### src/rtl/bus_hs_pkg.sv
`default_nettype none
// ============================================================================
//  Module   : bus_hs_pkg
//  Purpose  : Shared definitions for the handshake source/destination family:
//             counter width, constant-safe log2 and power-of-two helpers, and
//             the handshake-fire function.
//  Revision : 1.0 - initial release
// ============================================================================
package bus_hs_pkg;

   localparam int CNT_W = 32;

   // Ceiling log2, usable in parameter and port-width expressions.
   function automatic int clog2(input int value);
      int result;
      int v;
      result = 0;
      v      = value - 1;
      while (v > 0) begin
         result = result + 1;
         v      = v >>> 1;
      end
      return result;
   endfunction

   // True when value is a power of two that is at least 2.
   function automatic bit is_pow2(input int value);
      return (value >= 2) && ((value & (value - 1)) == 0);
   endfunction

   // A transfer happens on a clock edge where both sides agree.
   function automatic logic hs_fire(input logic valid, input logic ready);
      return valid & ready;
   endfunction

endpackage : bus_hs_pkg
`default_nettype wire

### src/rtl/destination_v2_if.sv
`default_nettype none
// ============================================================================
//  Module   : destination_v2_if
//  Purpose  : Upstream valid/ready handshake plus downstream idle/drain bus
//             of the destination sink.
//  Revision : 1.0 - initial release
// ============================================================================
interface destination_v2_if #(
   parameter int WIDTH = 9
);
   logic             vaild;
   logic [WIDTH-1:0] data_in;
   logic             ready;
   logic             idle;
   logic             out_vaild;
   logic [WIDTH-1:0] data_out;

   // Environment side: produces words and consumer idle, observes drain.
   modport master (
      output vaild, data_in, idle,
      input  ready, out_vaild, data_out
   );

   // Sink side.
   modport slave (
      input  vaild, data_in, idle,
      output ready, out_vaild, data_out
   );
endinterface : destination_v2_if
`default_nettype wire

### src/rtl/destination_v2_sync_fifo_mem.sv
`default_nettype none
// ============================================================================
//  Module   : sync_fifo_mem
//  Purpose  : DEPTH x WIDTH storage with one write port and one registered
//             read port. The array itself is not reset; only the read
//             register is.
//  Revision : 1.0 - initial release
// ============================================================================
module sync_fifo_mem #(
   parameter int WIDTH = 9,
   parameter int DEPTH = 256,
   parameter int AW    = 8
) (
   input  wire logic             clk,
   input  wire logic             rst,
   input  wire logic             i_wr_en,
   input  wire logic [AW-1:0]    i_wr_addr,
   input  wire logic [WIDTH-1:0] i_wr_data,
   input  wire logic             i_rd_en,
   input  wire logic [AW-1:0]    i_rd_addr,
   output logic      [WIDTH-1:0] o_rd_data
);

   logic [WIDTH-1:0] mem_q [DEPTH];
   logic [WIDTH-1:0] rd_data_q;
   logic [WIDTH-1:0] rd_data_d;

   // Storage write; no reset so the array can map onto RAM.
   always_ff @(posedge clk) begin
      if (i_wr_en) begin
         mem_q[i_wr_addr] <= i_wr_data;
      end
   end

   // Read register loads only on a read and otherwise holds the last word.
   always_comb begin
      rd_data_d = rd_data_q;
      if (i_rd_en) begin
         rd_data_d = mem_q[i_rd_addr];
      end
   end

   // Read register update with synchronous reset.
   always_ff @(posedge clk) begin
      if (rst) begin
         rd_data_q <= '0;
      end else begin
         rd_data_q <= rd_data_d;
      end
   end

   assign o_rd_data = rd_data_q;

endmodule : sync_fifo_mem
`default_nettype wire

### src/rtl/destination_v2.sv
`default_nettype none
// ============================================================================
//  Module   : destination_v2
//  Purpose  : Handshake sink with a DEPTH-entry FIFO drained one word per
//             cycle while the consumer is idle. Reports fill level,
//             almost-full, a saturating accepted-word counter and an
//             optional sticky sequence checker for incrementing streams.
//  Revision : 1.0 - initial release
// ============================================================================
module destination_v2
   import bus_hs_pkg::*;
#(
   parameter int WIDTH     = 9,
   parameter int DEPTH     = 256,
   parameter int AF_LEVEL  = 192,
   parameter int CHECK_SEQ = 1
) (
   input  wire logic              clk,
   input  wire logic              s_rst,
   destination_v2_if.slave        bus,
   output logic [clog2(DEPTH):0]  fill_level,
   output logic                   almost_full,
   output logic [CNT_W-1:0]       rx_cnt,
   output logic                   seq_err
);

   localparam int AW = clog2(DEPTH);
   localparam int LW = AW + 1;
   localparam logic [LW-1:0] FULL_LVL = LW'(DEPTH);
   localparam logic [LW-1:0] AF_LVL   = LW'(AF_LEVEL);

   // Elaboration-time parameter sanity.
   if (!is_pow2(DEPTH)) begin : g_depth_err
      $error("destination_v2: DEPTH must be a power of two >= 2");
   end
   if ((AF_LEVEL < 1) || (AF_LEVEL > DEPTH)) begin : g_af_err
      $error("destination_v2: AF_LEVEL must lie in 1..DEPTH");
   end
   if (WIDTH < 1) begin : g_width_err
      $error("destination_v2: WIDTH must be >= 1");
   end

   logic [AW-1:0]    wr_ptr_q, wr_ptr_d;
   logic [AW-1:0]    rd_ptr_q, rd_ptr_d;
   logic [LW-1:0]    fill_q, fill_d;
   logic             almost_full_q, almost_full_d;
   logic             out_vaild_q, out_vaild_d;
   logic [CNT_W-1:0] rx_cnt_q, rx_cnt_d;
   logic             ready;
   logic             wr_en;
   logic             rd_en;

   // Ready depends only on reset and the registered fill level, never on
   // vaild or idle, so upstream sees no combinational loop through us.
   assign ready = !s_rst && (fill_q != FULL_LVL);
   assign wr_en = hs_fire(bus.vaild, ready);
   assign rd_en = bus.idle && (fill_q != '0);

   // Next-state for pointers, fill level, flags and the accept counter.
   always_comb begin
      wr_ptr_d      = wr_ptr_q;
      rd_ptr_d      = rd_ptr_q;
      fill_d        = fill_q;
      rx_cnt_d      = rx_cnt_q;
      out_vaild_d   = rd_en;

      if (wr_en) begin
         wr_ptr_d = wr_ptr_q + AW'(1);
         if (rx_cnt_q != '1) begin
            rx_cnt_d = rx_cnt_q + CNT_W'(1);
         end
      end
      if (rd_en) begin
         rd_ptr_d = rd_ptr_q + AW'(1);
      end

      // Simultaneous write and read leaves the level unchanged.
      case ({wr_en, rd_en})
         2'b10:   fill_d = fill_q + LW'(1);
         2'b01:   fill_d = fill_q - LW'(1);
         default: fill_d = fill_q;
      endcase

      almost_full_d = (fill_d >= AF_LVL);
   end

   // Control register bank; reset discards everything stored.
   always_ff @(posedge clk) begin
      if (s_rst) begin
         wr_ptr_q      <= '0;
         rd_ptr_q      <= '0;
         fill_q        <= '0;
         almost_full_q <= 1'b0;
         out_vaild_q   <= 1'b0;
         rx_cnt_q      <= '0;
      end else begin
         wr_ptr_q      <= wr_ptr_d;
         rd_ptr_q      <= rd_ptr_d;
         fill_q        <= fill_d;
         almost_full_q <= almost_full_d;
         out_vaild_q   <= out_vaild_d;
         rx_cnt_q      <= rx_cnt_d;
      end
   end

   sync_fifo_mem #(
      .WIDTH (WIDTH),
      .DEPTH (DEPTH),
      .AW    (AW)
   ) u_mem (
      .clk       (clk),
      .rst       (s_rst),
      .i_wr_en   (wr_en),
      .i_wr_addr (wr_ptr_q),
      .i_wr_data (bus.data_in),
      .i_rd_en   (rd_en),
      .i_rd_addr (rd_ptr_q),
      .o_rd_data (bus.data_out)
   );

   if (CHECK_SEQ != 0) begin : g_seq
      logic             started_q, started_d;
      logic [WIDTH-1:0] expect_q, expect_d;
      logic             err_q, err_d;

      // Compare each accepted word with its predecessor + 1. The expected
      // value always reloads from the accepted word so a single glitch
      // flags once instead of cascading through the rest of the stream.
      always_comb begin
         started_d = started_q;
         expect_d  = expect_q;
         err_d     = err_q;
         if (wr_en) begin
            started_d = 1'b1;
            expect_d  = bus.data_in + WIDTH'(1);
            if (started_q && (bus.data_in != expect_q)) begin
               err_d = 1'b1;
            end
         end
      end

      // Checker state; the error flag is sticky until reset.
      always_ff @(posedge clk) begin
         if (s_rst) begin
            started_q <= 1'b0;
            expect_q  <= '0;
            err_q     <= 1'b0;
         end else begin
            started_q <= started_d;
            expect_q  <= expect_d;
            err_q     <= err_d;
         end
      end

      assign seq_err = err_q;
   end else begin : g_no_seq
      assign seq_err = 1'b0;
   end

   assign bus.ready     = ready;
   assign bus.out_vaild = out_vaild_q;
   assign fill_level    = fill_q;
   assign almost_full   = almost_full_q;
   assign rx_cnt        = rx_cnt_q;

endmodule : destination_v2
`default_nettype wire

### src/flat_wrapper.sv
// flat-port wrapper written by rule: the top's interface ports become plain ports
module destination_v2_flat import bus_hs_pkg::*;
#(
   parameter int WIDTH     = 9,
   parameter int DEPTH     = 256,
   parameter int AF_LEVEL  = 192,
   parameter int CHECK_SEQ = 1
)
  (clk, s_rst, fill_level, almost_full, rx_cnt, seq_err, bus_vaild, bus_data_in, bus_idle, bus_ready, bus_out_vaild, bus_data_out);
  destination_v2_if #(.WIDTH(WIDTH)) bus_i ();
  input  wire logic clk;
  input  wire logic s_rst;
  output logic [clog2(DEPTH):0] fill_level;
  output logic almost_full;
  output logic [CNT_W-1:0] rx_cnt;
  output logic seq_err;
  input wire logic [$bits(bus_i.vaild)-1:0] bus_vaild;
  input wire logic [$bits(bus_i.data_in)-1:0] bus_data_in;
  input wire logic [$bits(bus_i.idle)-1:0] bus_idle;
  output wire logic [$bits(bus_i.ready)-1:0] bus_ready;
  output wire logic [$bits(bus_i.out_vaild)-1:0] bus_out_vaild;
  output wire logic [$bits(bus_i.data_out)-1:0] bus_data_out;
  assign bus_i.vaild = bus_vaild;
  assign bus_i.data_in = bus_data_in;
  assign bus_i.idle = bus_idle;
  assign bus_ready = bus_i.ready;
  assign bus_out_vaild = bus_i.out_vaild;
  assign bus_data_out = bus_i.data_out;
  destination_v2 #(.WIDTH(WIDTH), .DEPTH(DEPTH), .AF_LEVEL(AF_LEVEL), .CHECK_SEQ(CHECK_SEQ)) u_core (.clk(clk), .s_rst(s_rst), .bus(bus_i), .fill_level(fill_level), .almost_full(almost_full), .rx_cnt(rx_cnt), .seq_err(seq_err));
endmodule
### config.mk
export PLATFORM = sky130hd
export DESIGN_NAME = destination_v2_flat
export DESIGN_NICKNAME = d
export VERILOG_FILES = /design/src/rtl/bus_hs_pkg.sv /design/src/rtl/destination_v2_if.sv /design/src/rtl/destination_v2_sync_fifo_mem.sv /design/src/rtl/destination_v2.sv /design/src/flat_wrapper.sv
export SDC_FILE = /design/constraint.sdc
export NUM_CORES = 2
export LEC_CHECK = 0
export ABC_AREA = 1
export CAP_MARGIN = 40
export CORE_UTILIZATION = 45
export DETAILED_ROUTE_END_ITERATION = 8
export SYNTH_ARGS = -nofsm -noshare
export SYNTH_HDL_FRONTEND = slang
export SYNTH_SLANG_ARGS = --single-unit
### constraint.sdc
create_clock -name clk -period 3.55 [get_ports clk]
set_clock_uncertainty 0.2 [all_clocks]
set_input_delay 0.5325 -clock clk [delete_from_list [all_inputs] [get_ports clk]]
set_output_delay 0.5325 -clock clk [all_outputs]
set_load 0.03 [all_outputs]
# Word-level counts from Yosys, hierarchy flattened

Memory sizes are Yosys's and may differ from the RTL's. A register that Yosys moved wholly into a read port is not among the register bits.
Index checks and enable logic that the tools add are counted.

Input port bits: 13
Word-level logic and storage cells: 33
Memories kept: 1
Register bits after elaboration: 70
Bits in writable memories: 2304

Reductions and logical operators: 7
Add/subtract/negate cells: 6
Muxes and demuxes: 3
Eq/ne operators: 5
Order comparisons: 1
Bitwise gates (word level): 1

Memories:

| memory             | words | width | read ports | clocked after memory_dff | wr ports | RTL line                           | text |
|---|---|---|---|---|---|---|---|
| u_core.u_mem.mem_q | 256   | 9     | 1          | 1                        | 1        | destination_v2_sync_fifo_mem.sv:24 | `logic [WIDTH-1:0] mem_q [DEPTH];` |

Operators with widths:

| operator                                                          | number |
|---|---|
| adder 32 x 1 -> 32 bit, second input constant                     | 1 |
| inequality test 32 bit, second input constant                     | 1 |
| adder 9 x 1 -> 9 bit, second input constant                       | 2 |
| one-hot mux 9 bit (2 select lines)                                | 1 |
| adder 8 x 1 -> 8 bit, second input constant                       | 2 |
| greater-or-equal comparator 9 x 8 -> 1 bit, second input constant | 1 |
| inequality test 9 bit                                             | 1 |
| inequality test 9 bit, second input constant                      | 1 |
| nonzero test 9 bit                                                | 1 |
| subtractor 9 x 1 -> 9 bit, second input constant                  | 1 |
| AND reduction 2 bit                                               | 2 |
| logical AND 1 bit                                                 | 3 |
| == test 2 x 1 -> 1 bit, second input constant                     | 1 |
| == test 2 bit, second input constant                              | 1 |
| 2-to-1 mux 1 bit                                                  | 2 |
| bitwise AND 1 bit                                                 | 1 |
| logical NOT 1 bit                                                 | 1 |

# Depth between registers and ports, before layout

Depth after elaboration: 6
Gate-level depth with buffers: 19

# Cells and area by module

A second synthesis with hierarchy kept.

Cell total of the unflattened synthesis: 8539
Area, all modules: 98134.1 sq um

By module, submodules not included:

| module         | area each (sq um) | sequential area each (sq um) | times used | cells an instance |
|---|---|---|---|---|
| sync_fifo_mem  | 93678.6           | 69366.5                      | 1          | 7865 |
| destination_v2 | 4455.5            | 1401.3                       | 1          | 674 |

# Least setup slack after synthesis

No wires, ideal clock.

Path type: register to register
Start: register u_core.fill_q[1], in the netlist u_core.fill_level[1]
End: register u_core.almost_full_q, in the netlist u_core.almost_full
Buffers on the path: 1
Data required time: 3.292 ns
Cell stages (with the launch flop): 20
Period minus slack after synthesis: 3.394 ns
Setup time: 0.058 ns
Arrival: 3.136 ns
Path slack: 0.156 ns
Path through: dfxtp_1 > nor3_2 > nand4_1 > nor2_1 > nand2_1 > nand2_1 > inv_2 > nand2_4 > clkbuf_1 > ha_1 > inv_1 > fa_1 > o21ai_0 > nand4_1 > o211ai_1 > xor2_1 > nand2_1 > o21ai_0 > nand2_1 > nand2_1

Word-level cells in the longest chain between the ends: 6
Elaborated cells between the ends (all ways): 11
Classes of those cells: 2 x add/sub; 1 x order compare; 3 x eq/ne; 1 x mux; 1 x bitwise; 3 x reduce/logical

RTL lines:

| item                                                           | RTL line              | text |
|---|---|---|
| start: declaration                                             | destination_v2.sv:45  | `logic [LW-1:0] fill_q, fill_d;` |
| start signal: assignment                                       | destination_v2.sv:99  | `fill_q <= fill_d;` |
| inequality test 9 bit (*)                                      | destination_v2.sv:55  | `assign ready = !s_rst && (fill_q != FULL_LVL);` |
| logical AND 1 bit (*)                                          | destination_v2.sv:55  |  |
| via bus_ready                                                  | flat_wrapper.sv:20    | `output wire logic [$bits(bus_i.ready)-1:0] bus_ready;` |
| bitwise AND 1 bit (*)                                          | bus_hs_pkg.sv:33      | `return valid & ready;` |
| == test 2 x 1 -> 1 bit / == test 2 bit (equally long branches) | destination_v2.sv:78  | `case ({wr_en, rd_en})` |
| one-hot mux 9 bit (2 select lines) (*)                         | destination_v2.sv:78  |  |
| greater-or-equal comparator 9 x 8 -> 1 bit (*)                 | destination_v2.sv:84  | `almost_full_d = (fill_d >= AF_LVL);` |
| end signal: assignment                                         | destination_v2.sv:100 | `almost_full_q <= almost_full_d;` |
| end: declaration                                               | destination_v2.sv:46  | `logic almost_full_q, almost_full_d;` |

Mark *: on every way through the listed nets, which the timed path passes. The rest lies on a longest branch.
A chain may end at the register's enable or synchronous reset.

==> summary.md <==
| Metric | Value |
|---|---|
| Core area | `215000 um2` |
| DR iter-0 viols | `7747` |
| Yosys top cell area share | `0.706` |
| Area Overhead vs Synth | `14.1%` |
| Status | `finished, final reports clean` |
| Cells after Synth | `8584` |
| CTS Buf Count | `237` |
| Proportion of layout cells with a drive suffix above 1 | `0.0979` |
| Seq cells post-synth | `2383` |
| Met3 usage | `0.0449` |
| Internal power | `48.5 mW` |
| Syn Nets | `8613` |
| M2 GR Usage | `0.400` |
| Max Cap Viol | `0` |
| Period utilisation layout | `0.916` |
| Setup crit start kind | `register` |
| Vias in the first global route | `63400` |
| Global placement routability congestion | `0.903` |
| Bufs on Longest Clock Path | `3` |
| Clock network fraction of total power | `0.357` |
| Cell taking the most area after synthesis | `edfxtp_1` |
| Flop pwr share | `0.452` |
| Remaining Overflow, GRT | `0` |
| Crit-path cells | `inv_8 > buf_12 > nand2_1 > nand3_1 > nand3_1 > nand3_1 > nand3_1 > nand3_1 > nand3_1 > nand2_1 > nand2_1 > nand3_1 > nand2_1 > inv_1` |
| ANT nets after route | `0` |
| Worst Hold Class | `input port to register` |
| Via density | `5.58` |
| Routed WL | `281000 um` |
| Critical Path RT | `4190 ps` |
| Final Hold Violating Endpoints | `0` |
| Global-route wire length before repair | `413000 um` |
| Pre-CTS setup slack | `254 ps` |
| Power per cell area | `617 nW/um2` |
| Most frequent CP cell | `nand3_1` |
| Main flop type after synthesis | `edfxtp_1` |
| H-tree depth | `4` |
| Achievable frequency | `0.308 GHz` |
| Bufs and invs on worst path | `3` |
| Setup bufs post-CTS | `0` |
| Post-synth EDFFs | `2304` |
| Synth Warn # | `0` |
| Final setup vio count | `0` |
| Largest net degree at the start of global routing | `146` |
| Max FO, Critical Path | `112` |
| Critical R2R Launch | `u_core.rd_ptr_q[0]$_SDFFE_PP0P_` |
| Setup Total Neg Slack | `0 ps` |
| Clock input transition at the sequential cells of the worst setup and hold paths | `60 ps` |
| Crit path capture type | `register` |
| Area contributors post-synth | `edfxtp_1, nand2_1, nand3_1` |
| CTS tree | `done` |
| Critical setup path kind | `register to register` |
| Max Transition Viols Final | `0` |
| Async SR Flop Fraction | `0` |
| Least-Margin Pin Slew | `859 ps` |
| Die H | `469 um` |
| CP startpoint | `u_core.rd_ptr_q[0]$_SDFFE_PP0P_` |
| Static Leakage | `40.7 nW` |
| Max stage delay on crit path | `420 ps` |
| Post-Syn Area | `98000 um2` |
| RSZ-0062 raised after global routing | `no` |
| Fin crit period | `3250 ps` |
| Syn avg cell area | `11.4 um2` |
| Port Buffer Count | `66` |
| Comb power frac | `0.191` |
| Clock root buffer master | `clkbuf_16` |
| Clk_lat worst skew | `890 ps` |
| DIE WIDTH | `469 um` |
| Dpl hpwl | `164000 um` |
| Netlist cell types | `42` |
| Post-route setup slack | `299 ps` |
| # IOs | `67` |
| HP Start | `s_rst` |
| CTS-repair resized insts | `0` |
| Crit path max-delay family | `simple AND/OR/NAND/NOR gates` |
| GR Util All Layers | `0.253` |
| Worst EP arrival | `3890 ps` |
| Worst ir drop on vdd | `0.441 mV` |
| Row cnt | `170` |
| M1 GR Usage | `0.353` |
| NumNets Final | `8883` |
| Sink Count | `2383` |
| Worst slew margin | `0.427` |
| DRC errors left | `0` |
| Sw Share | `0.297` |
| DR vias | `66400` |
| Initial core utilization | `0.455` |
| DR WL/cell | `23.6 um` |
| DRT Pass-1 Iters | `8` |
| Busiest grt layer | `met2` |
| Die Area | `220000 um2` |
| Switching power | `20.5 mW` |
| Antenna violations before repair | `8` |
| Sequential fraction of the synthesis area | `0.722` |
| Critical path's slowest cell | `dfxtp_4` |
placed cells by master, fill, tap and decap left out, drive strengths merged, types with 56 or more instances in the layout:
cell type      count
a21oi            303
buf              499
clkbuf           322
clkdlybuf4s50     56
clkinv           102
dfxtp             79
edfxtp          2304
inv               78
nand2           3224
nand3           1553
nor2             333
power groups by stage:
stage	clock [mW]	combinational, mW	sequential, mW
detailed placement	0	13.1	31.8
CTS	25.0	13.2	31.2
floorplan	0	8.36	31.8
global route	26.0	14.5	31.2
finish	24.6	13.2	31.2
global placement	0	13.0	31.8
synth_stat cells, types with 8 or more instances:
cell,number
nand2_1,3208
edfxtp_1,2304
nand3_1,1548
buf_2,341
nor2_1,329
a21oi_1,291
clkbuf_1,80
dfxtp_1,79
buf_4,70
inv_1,66
o21ai_0,36
buf_1,26
xor2_1,26
nor3_1,20
nand4_1,19
buf_6,16
xnor2_1,16
ha_1,15
nand2_2,14
a21oi_2,12
o211ai_1,10
a21boi_0,8
nor4_1,8
metal layers:
metal | part of all wire | wire, um
met1 | 0.42 | 117000
met2 | 0.46 | 131000
met3 | 0.085 | 23900
met4 | 0.035 | 9740
met5 | 0.000039 | 11
sequential cells by signal, summed over array words and instances, names as in the netlist:
signal / cells
u_core.bus.out_vaild: 1
u_core.u_mem.mem_q: 2304
u_core.almost_full: 1
u_core.g_seq.expect_q: 9
u_core.wr_ptr_q: 8
u_core.rx_cnt: 32
u_core.g_seq.started_q: 1
u_core.rd_ptr_q: 8
u_core.u_mem.o_rd_data: 9
u_core.fill_level: 9
u_core.seq_err: 1
final cells by class:
cell class / instances / area (um2)
diodes: 3 / 7.51
clock buffers: 322 / 6340
well taps: 2838 / 3550
clock inverters: 124 / 1280
inverters: 77 / 330
flip-flops and latches: 2383 / 70800
fillers: 18600 / 104000
repair buffers: 564 / 5370
multi-input cells: 5591 / 24100
through the flow:
step	utilization	instances	cell area (um2)	total power [mW]	hold WS, ps
after floorplan	-	8584	98000	40.1	252
after global placement	0.482	11400	104000	44.8	263
after detailed placement	0.483	11400	104000	44.9	269
after CTS	0.519	11900	112000	69.3	39.5
after global routing	0.519	11900	112000	71.6	92.7
final	0.519	11900	112000	69.0	99.1
worst reg2reg max path, cell delays in order (launching register included):
cell and delay (ps):
dfxtp_4 420, inv_8 390, buf_12 490, nand2_1 230, nand3_1 90, nand3_1 110
nand3_1 150, nand3_1 160, nand3_1 140, nand3_1 390, nand2_1 190, nand2_1 60
nand3_1 80, nand2_1 50, inv_1 50
timing repair:
item | in CTS | in global routing
endpoints found under the hold margin | 171 | 0
setup endpoints to repair | 0 | 0
hold buffers | 9 | 0
cells by family after synthesis:
kind of cell / count (synthesis) / synth area share
flip-flops: 2383 / 0.722
XOR/XNOR: 42 / 0.00375
adder cells (fa/ha/maj): 16 / 0.00212
buffers and inverters: 610 / 0.0317
AND/OR/NAND/NOR: 5170 / 0.221
AO/OA/AOI/OAI: 363 / 0.0196
final timing paths:
check	cells past startpoint	to	slack (ps)
max reg2reg	14	u_core.u_mem.o_rd_data[8]$_SDFFE_PP0P_	300
max	14	u_core.u_mem.o_rd_data[8]$_SDFFE_PP0P_	300
min reg2reg	2	u_core.g_seq.started_q$_SDFFE_PP0P_	280
min	3	u_core.bus.out_vaild$_SDFF_PP0_	100
No activity file was read; power rests on OpenSTA's default activity.
